<file path="config.mk">
export PLATFORM = sky130hd
export DESIGN_NAME = apu_frame_sequencer
export DESIGN_NICKNAME = d
export VERILOG_FILES = /design/src/rtl/apu_frame_sequencer.sv
export SDC_FILE = /design/constraint.sdc
export NUM_CORES = 1
export LEC_CHECK = 0
export ABC_AREA = 1
export CORE_MARGIN = 2
export CORE_UTILIZATION = 45
export DETAILED_ROUTE_END_ITERATION = 10
export PLACE_DENSITY = 0.63
export SETUP_SLACK_MARGIN = 0.1
export SLEW_MARGIN = 20
export SYNTH_ARGS = -nofsm -noshare
export SYNTH_HDL_FRONTEND = slang
export SYNTH_SLANG_ARGS = --single-unit
</file>
<file path="constraint.sdc">
create_clock -name clk -period 1.4 [get_ports clk]
set_input_delay 0.28 -clock clk [delete_from_list [all_inputs] [get_ports clk]]
set_output_delay 0.28 -clock clk [all_outputs]
set_load 0.01 [all_outputs]
</file>
<file path="src/rtl/apu_frame_sequencer.sv">
// APU frame sequencer: divides the APU-rate enable into quarter/half frame ticks
// and raises the sticky frame IRQ in 4-step mode.
module apu_frame_sequencer #(
    parameter int unsigned CW    = 16,
    parameter int unsigned STEP1 = 7457,
    parameter int unsigned STEP2 = 14913,
    parameter int unsigned STEP3 = 22371,
    parameter int unsigned STEP4 = 29829,
    parameter int unsigned STEP5 = 37281
) (
    input  logic clk,
    input  logic rst,
    input  logic apu_ce,
    input  logic cfg_we,
    input  logic cfg_mode,
    input  logic cfg_irq_inhibit,
    input  logic irq_ack,
    output logic quarter_tick,
    output logic half_tick,
    output logic irq,
    output logic mode
);

    localparam logic [CW-1:0] L_STEP1 = CW'(STEP1);
    localparam logic [CW-1:0] L_STEP2 = CW'(STEP2);
    localparam logic [CW-1:0] L_STEP3 = CW'(STEP3);
    localparam logic [CW-1:0] L_STEP4 = CW'(STEP4);
    localparam logic [CW-1:0] L_STEP5 = CW'(STEP5);

    logic [CW-1:0] r_cnt;
    logic          r_mode;
    logic          r_inhibit;
    logic          r_quarter;
    logic          r_half;
    logic          r_irq;

    logic [CW-1:0] w_cnt_next;
    logic          w_mode_next;
    logic          w_inhibit_next;
    logic          w_quarter_next;
    logic          w_half_next;
    logic          w_irq_next;

    always_comb begin
        w_cnt_next     = r_cnt;
        w_mode_next    = r_mode;
        w_inhibit_next = r_inhibit;
        w_quarter_next = 1'b0;
        w_half_next    = 1'b0;
        w_irq_next     = r_irq;

        if (irq_ack) begin
            w_irq_next = 1'b0;
        end

        // A config write restarts the frame and swallows any coincident apu_ce.
        if (cfg_we) begin
            w_mode_next    = cfg_mode;
            w_inhibit_next = cfg_irq_inhibit;
            w_cnt_next     = '0;
            if (cfg_irq_inhibit) begin
                w_irq_next = 1'b0;
            end
            if (cfg_mode) begin
                w_quarter_next = 1'b1;
                w_half_next    = 1'b1;
            end
        end else if (apu_ce) begin
            w_cnt_next = r_cnt + CW'(1);
            if (r_cnt == L_STEP1 || r_cnt == L_STEP3) begin
                w_quarter_next = 1'b1;
            end else if (r_cnt == L_STEP2) begin
                w_quarter_next = 1'b1;
                w_half_next    = 1'b1;
            end else if (!r_mode && r_cnt == L_STEP4) begin
                w_quarter_next = 1'b1;
                w_half_next    = 1'b1;
                w_cnt_next     = '0;
                if (!r_inhibit) begin
                    w_irq_next = 1'b1;
                end
            end else if (r_mode && r_cnt == L_STEP5) begin
                w_quarter_next = 1'b1;
                w_half_next    = 1'b1;
                w_cnt_next     = '0;
            end
        end
    end

    always_ff @(posedge clk or posedge rst) begin
        if (rst) begin
            r_cnt     <= '0;
            r_mode    <= 1'b0;
            r_inhibit <= 1'b0;
            r_quarter <= 1'b0;
            r_half    <= 1'b0;
            r_irq     <= 1'b0;
        end else begin
            r_cnt     <= w_cnt_next;
            r_mode    <= w_mode_next;
            r_inhibit <= w_inhibit_next;
            r_quarter <= w_quarter_next;
            r_half    <= w_half_next;
            r_irq     <= w_irq_next;
        end
    end

    assign quarter_tick = r_quarter;
    assign half_tick    = r_half;
    assign irq          = r_irq;
    assign mode         = r_mode;

endmodule
</file>
# Word level (Yosys, flattened, before mapping)
# Index checks and enable logic that the tools add are counted.
# word_totals
ff_bits	21
input_bits	7
rom_bits	0
mem_bits_rw	0
memories	0
output_inout_bits	4
latch_bits	0
word_cells	41
# op_classes
multipliers	0
n_lt_le_gt_ge	0
bitwise_logic	0
div	0
n_addsub	1
reduce_logical	5
n_shift	0
n_mux	24
n_eq_ne	5
# ops
cell	count
16-bit 2-to-1 mux	6
16-bit by 15-bit == test with 1-bit output (second input constant)	2
1-bit 2-to-1 mux	18
16-bit by 1-bit adder with 16-bit output (second input constant)	1
16-bit by 13-bit == test with 1-bit output (second input constant)	1
16-bit by 14-bit == test with 1-bit output (second input constant)	1
16-bit == test (second input constant)	1
1-bit logical AND	2
2-bit nonzero test	1
1-bit zero test	1
1-bit logical OR	1

# Longest topological paths before layout
# depth
ltp_word	8
depth_mapped	11
depth_no_buf	11

# Worst setup path before layout
# OpenSTA, ideal clock, no wires.
# synth_path
path_kind	flip-flop to flip-flop
start	register r_cnt[0]
end	register r_cnt[7]
setup_ns	0.119
setup_slack_ns	-0.015
t_required_ns	1.281
synth_period_minus_slack_ns	1.415
path_buffers	0
stages_incl_launch_ff	11
t_arrival_ns	1.296
cell_sequence	dfrtp_1 ha_1 nand2_1 inv_1 nand2_1 nor2_1 nand2_2 nand3_2 nand2_4 clkinv_8 nor2_2
# synth_via
elab_chain_len	8
word_cells_on_any_way	15
classes_between	1 x add/sub; 5 x eq/ne; 6 x mux; 3 x reduce/logical
# synth_lines
element	line	source
start, declared	30	logic [CW-1:0] r_cnt;
start signal, assigned	99	r_cnt <= w_cnt_next;
branches (longest 5 deep; another with 16-bit by 1-bit adder with 16-bit output)	--	
16-bit 2-to-1 mux *	70	if (r_cnt == L_STEP1 || r_cnt == L_STEP3) begin
16-bit 2-to-1 mux *	68	end else if (apu_ce) begin
16-bit 2-to-1 mux *	57	if (cfg_we) begin
# Every way passes the cells marked *. The select of a mux whose other input is x is not followed.
# A chain may end at the register's enable or synchronous reset.

# Worst setup path in the final report
# layout_path
start	register r_cnt[1]
end	register r_cnt[12]
# Same word-level chain as after synthesis.

==> qor.log <==
INFO  setup_path     critical_path_cell_count=11
INFO  setup_path     crit_path_start_kind=register
INFO  final_layout   syn2layout_area_growth=36.5%
INFO  sta            setup_violation_total_in_the_final_timing_report=12
INFO  cts            clkLatencyLatePin=0.32ns
INFO  job            drv_cap=0
INFO  power_and_ir_drop vdd_ir_drop_max=0.000575V
INFO  cts            cts_tree=done
INFO  die            top_level_ports=11
INFO  sta            totalNegativeSetupSlack=-0.937ns
INFO  place          globalplace.congestion=0.849
INFO  place          numPlacedInstances=280
INFO  power_and_ir_drop leakage=0.921nW
INFO  global_route   via_count_of_the_first_global_routing_pass=1474
INFO  setup_path     critPathMaxFanout=5
INFO  power_and_ir_drop power.density_cell_area=735nW/um2
INFO  sta            worst_pin_slew=0.303ns
INFO  detailed_routing detail_route.first_pass.iterations=4
INFO  setup_path     crit-reg2reg-capture=r_cnt[12]$_DFFE_PP0P_
INFO  global_route   grtUsageTotal=23.6%
INFO  logic_synthesis synthDistinctLibCells=28
INFO  setup_path     end_kind=register
INFO  cts            clock_tree.root_cell=sky130_fd_sc_hd__clkbuf_4
INFO  detailed_routing ant_nets=0
INFO  logic_synthesis netlist.area_leader.share=34.9%
INFO  final_layout   final_util=65.6%
INFO  sta            report.final.hold_viol_count=0
INFO  final_layout   final.fill_count=281
INFO  setup_path     timing.critical_path.buf_inv=3
INFO  logic_synthesis seq_area_frac_synth=34.9%
INFO  cts            cts-root-to-sink-buffers=2
INFO  run_status     status=finished with violations
INFO  logic_synthesis ys_top_cells_by_area=sky130_fd_sc_hd__dfrtp_1, sky130_fd_sc_hd__nand2_1, sky130_fd_sc_hd__nor2_2, sky130_fd_sc_hd__inv_1, sky130_fd_sc_hd__nor2_1
INFO  setup_path     timing.rr.start=r_cnt[1]$_DFFE_PP0P_
INFO  sta            min_period_over_period=107%
INFO  die            placementRows=20
INFO  cts            cts_inserted_buffers=3
INFO  final_layout   antenna_cells=0
INFO  final_layout   share_of_post_route_cells_with_drive_strength_above_1=40.3%
INFO  setup_path     cp_slowest_cell=sky130_fd_sc_hd__dfrtp_2
INFO  sta            layout_min_cycle_time=1.49ns
INFO  final_layout   final_area=2050um2
INFO  die            initial_utilization=48.1%
INFO  global_route   pin_count_of_the_biggest_net_entering_global_routing=22
INFO  sta            worst_max_slew_margin_expressed_relative_to_the_limit=79.7%
INFO  power_and_ir_drop power.total=1.51mW
INFO  detailed_routing post-route-drc-count=0
INFO  logic_synthesis postSynthRegisterBits=21
INFO  sta            final-max-slew-violation-count=0
INFO  final_layout   final_cells=292
INFO  setup_path     crit_required=1.62ns
INFO  setup_path     cp_slowest_stage_delay=0.45ns
INFO  die            die-area=3820um2
INFO  detailed_routing routed_via_density=5.17
INFO  cts            h-tree-depth=1
INFO  sta            whs=0.298ns
INFO  logic_synthesis syn_avg_cell_area=7.41um2
INFO  setup_path     timing.critical_path.max_delay_family=simple AND/OR/NAND/NOR gates
INFO  detailed_routing wl_per_cell=13.6um
INFO  global_route   grt_first_pass_wirelength=6620um
INFO  run_status     violated_checks=negative setup slack
INFO  place          hpwl=2890um
INFO  place          dp_worst_setup_slack=-0.196ns
INFO  global_route   grt_antenna_before_repair=0
INFO  setup_path     worst-r2r-setup-slack=-0.09ns
INFO  setup_path     worstSetupPathType=register to register
INFO  detailed_routing detail_route.iter0.violations=104
INFO  place          numPortBuffers=10
INFO  global_route   grt_overflow_total=0
INFO  die            die_width=61.8um
INFO  logic_synthesis yosys_warnings=0
INFO  sta            worst_clock_skew=0.00812ns
INFO  hold_path      timing.hold.worst.class=input pin to async pin
INFO  detailed_routing drt-total-wl=3980um
INFO  setup_path     crit_path_dat=1.71ns
INFO  cts            worst_setup_hold_path_clk_slew=0.13ns
INFO  sta            setup_repair_after_global_routing_missed_its_margin=yes
INFO  die            die_height=61.8um
INFO  logic_synthesis synth_fp_nets=212
INFO  detailed_routing vias=1511
INFO  setup_path     timing.critical_path.cells=inv_2, ha_4, nand2_2, inv_2, nand2_2, nor2_4, nand2_4, nand3_2, nand2_4, inv_6, nor2_2
INFO  place          placement.cell_area=1830um2
INFO  sta            maxClockFrequency=670MHz
INFO  sta            setup_ws=-0.0923ns
INFO  cts            cts.sink_count=21
INFO  logic_synthesis post_syn_instances=203
INFO  logic_synthesis synth_largest_area_cell=sky130_fd_sc_hd__dfrtp_1
INFO  die            fp.coreArea=3130um2
INFO  setup_path     worst-r2r-cell-count=11
INFO  logic_synthesis netlist_area=1500um2
INFO  cts            cts_hold_buffers_added=0
INFO  final_layout   layout.nets=258
routing by layer:
metal	global-route usage, %	share of wire (%)	wire length (um)
met5	0	0	0
met4	7.29	1.0	41
met3	2.28	4.0	160
met2	42.9	52	2050
met1	29.2	43	1720
Yosys cell counts:
| master | number |
|---|---|
| sky130_fd_sc_hd__a21oi_1 | 1 |
| sky130_fd_sc_hd__buf_4 | 1 |
| sky130_fd_sc_hd__buf_6 | 1 |
| sky130_fd_sc_hd__clkinv_8 | 1 |
| sky130_fd_sc_hd__dfrtp_1 | 21 |
| sky130_fd_sc_hd__ha_1 | 2 |
| sky130_fd_sc_hd__inv_1 | 25 |
| sky130_fd_sc_hd__inv_2 | 2 |
| sky130_fd_sc_hd__inv_4 | 1 |
| sky130_fd_sc_hd__nand2_1 | 43 |
| sky130_fd_sc_hd__nand2_2 | 5 |
| sky130_fd_sc_hd__nand2_4 | 2 |
| sky130_fd_sc_hd__nand3_1 | 17 |
| sky130_fd_sc_hd__nand3_2 | 2 |
| sky130_fd_sc_hd__nand3b_1 | 2 |
| sky130_fd_sc_hd__nand4_1 | 10 |
| sky130_fd_sc_hd__nand4_4 | 1 |
| sky130_fd_sc_hd__nor2_1 | 23 |
| sky130_fd_sc_hd__nor2_2 | 17 |
| sky130_fd_sc_hd__nor2_4 | 2 |
| sky130_fd_sc_hd__nor3_1 | 6 |
| sky130_fd_sc_hd__nor3_2 | 1 |
| sky130_fd_sc_hd__nor3_4 | 2 |
| sky130_fd_sc_hd__o21ai_0 | 3 |
| sky130_fd_sc_hd__o21ai_1 | 3 |
| sky130_fd_sc_hd__o21ai_2 | 1 |
| sky130_fd_sc_hd__o22ai_1 | 4 |
| sky130_fd_sc_hd__xor2_1 | 4 |
placed cells by master, fill, tap and decap left out, types with 6 or more instances in the layout:
cell type and count:
sky130_fd_sc_hd__nor2_2 16, sky130_fd_sc_hd__buf_4 29, sky130_fd_sc_hd__nor2_1 21, sky130_fd_sc_hd__clkdlybuf4s50_1 6
sky130_fd_sc_hd__nand4_1 10, sky130_fd_sc_hd__dfrtp_1 12, sky130_fd_sc_hd__nand2_1 38, sky130_fd_sc_hd__inv_1 21
sky130_fd_sc_hd__dfrtp_2 9, sky130_fd_sc_hd__nand3_1 15, sky130_fd_sc_hd__nand2_2 8
registers in the layout (all words and copies together), names as in the netlist:
signal        flops
irq               1
r_cnt            16
mode              1
quarter_tick      1
half_tick         1
r_inhibit         1
how the worst max path moves through the flow:
stage	start	to
2_1_floorplan	r_cnt[1]$_DFFE_PP0P_	r_cnt[7]$_DFFE_PP0P_
5_1_grt	r_cnt[1]$_DFFE_PP0P_	r_cnt[4]$_DFFE_PP0P_
3_3_place_gp	cfg_we	r_cnt[11]$_DFFE_PP0P_
4_1_cts	r_cnt[1]$_DFFE_PP0P_	r_cnt[7]$_DFFE_PP0P_
6_report	r_cnt[1]$_DFFE_PP0P_	r_cnt[12]$_DFFE_PP0P_
3_5_place_dp	cfg_we	r_cnt[11]$_DFFE_PP0P_
worst min-delay path, stage by stage:
cell and delay, ns:
sky130_fd_sc_hd__clkdlybuf4s50_1 0.40, sky130_fd_sc_hd__inv_1 0.05, sky130_fd_sc_hd__buf_4 0.28
layout make-up:
cell class	instances	area (um2)	share of cell area [%]
repair inverters	1	8.76	0.427
multi-input cells	151	947	46.1
clock inverters	1	5.00	0.244
clock buffers	3	22.5	1.10
flip-flops and latches	21	537	26.1
inverters	29	129	6.28
well taps	44	55.1	2.68
repair buffers	42	349	17.0
repair_timing:
| action | 4_1_cts | 5_1_grt |
|---|---|---|
| setup buffers | 2 | 6 |
| endpoints found under the setup margin | 22 | 21 |
| pin swaps | 1 | 14 |
| gates cloned | 0 | 1 |
| resized for setup | 7 | 39 |
power breakdown:
part	internal, mW	switching [mW]
clock	0.107	0.200
sequential	0.647	0.0548
combinational	0.254	0.248
cells by family (layout without fill, tap and decap cells):
logic type / count (synthesis) / in the layout / share of synthesized area [%]
simple gates: 133 / 133 / 47.0
buf+inv: 31 / 76 / 9.49
flops: 21 / 21 / 34.9
compound gates: 12 / 12 / 4.57
xor+xnor: 4 / 4 / 2.33
fa+ha+maj: 2 / 2 / 1.66
(Power assumes the default switching activity.)
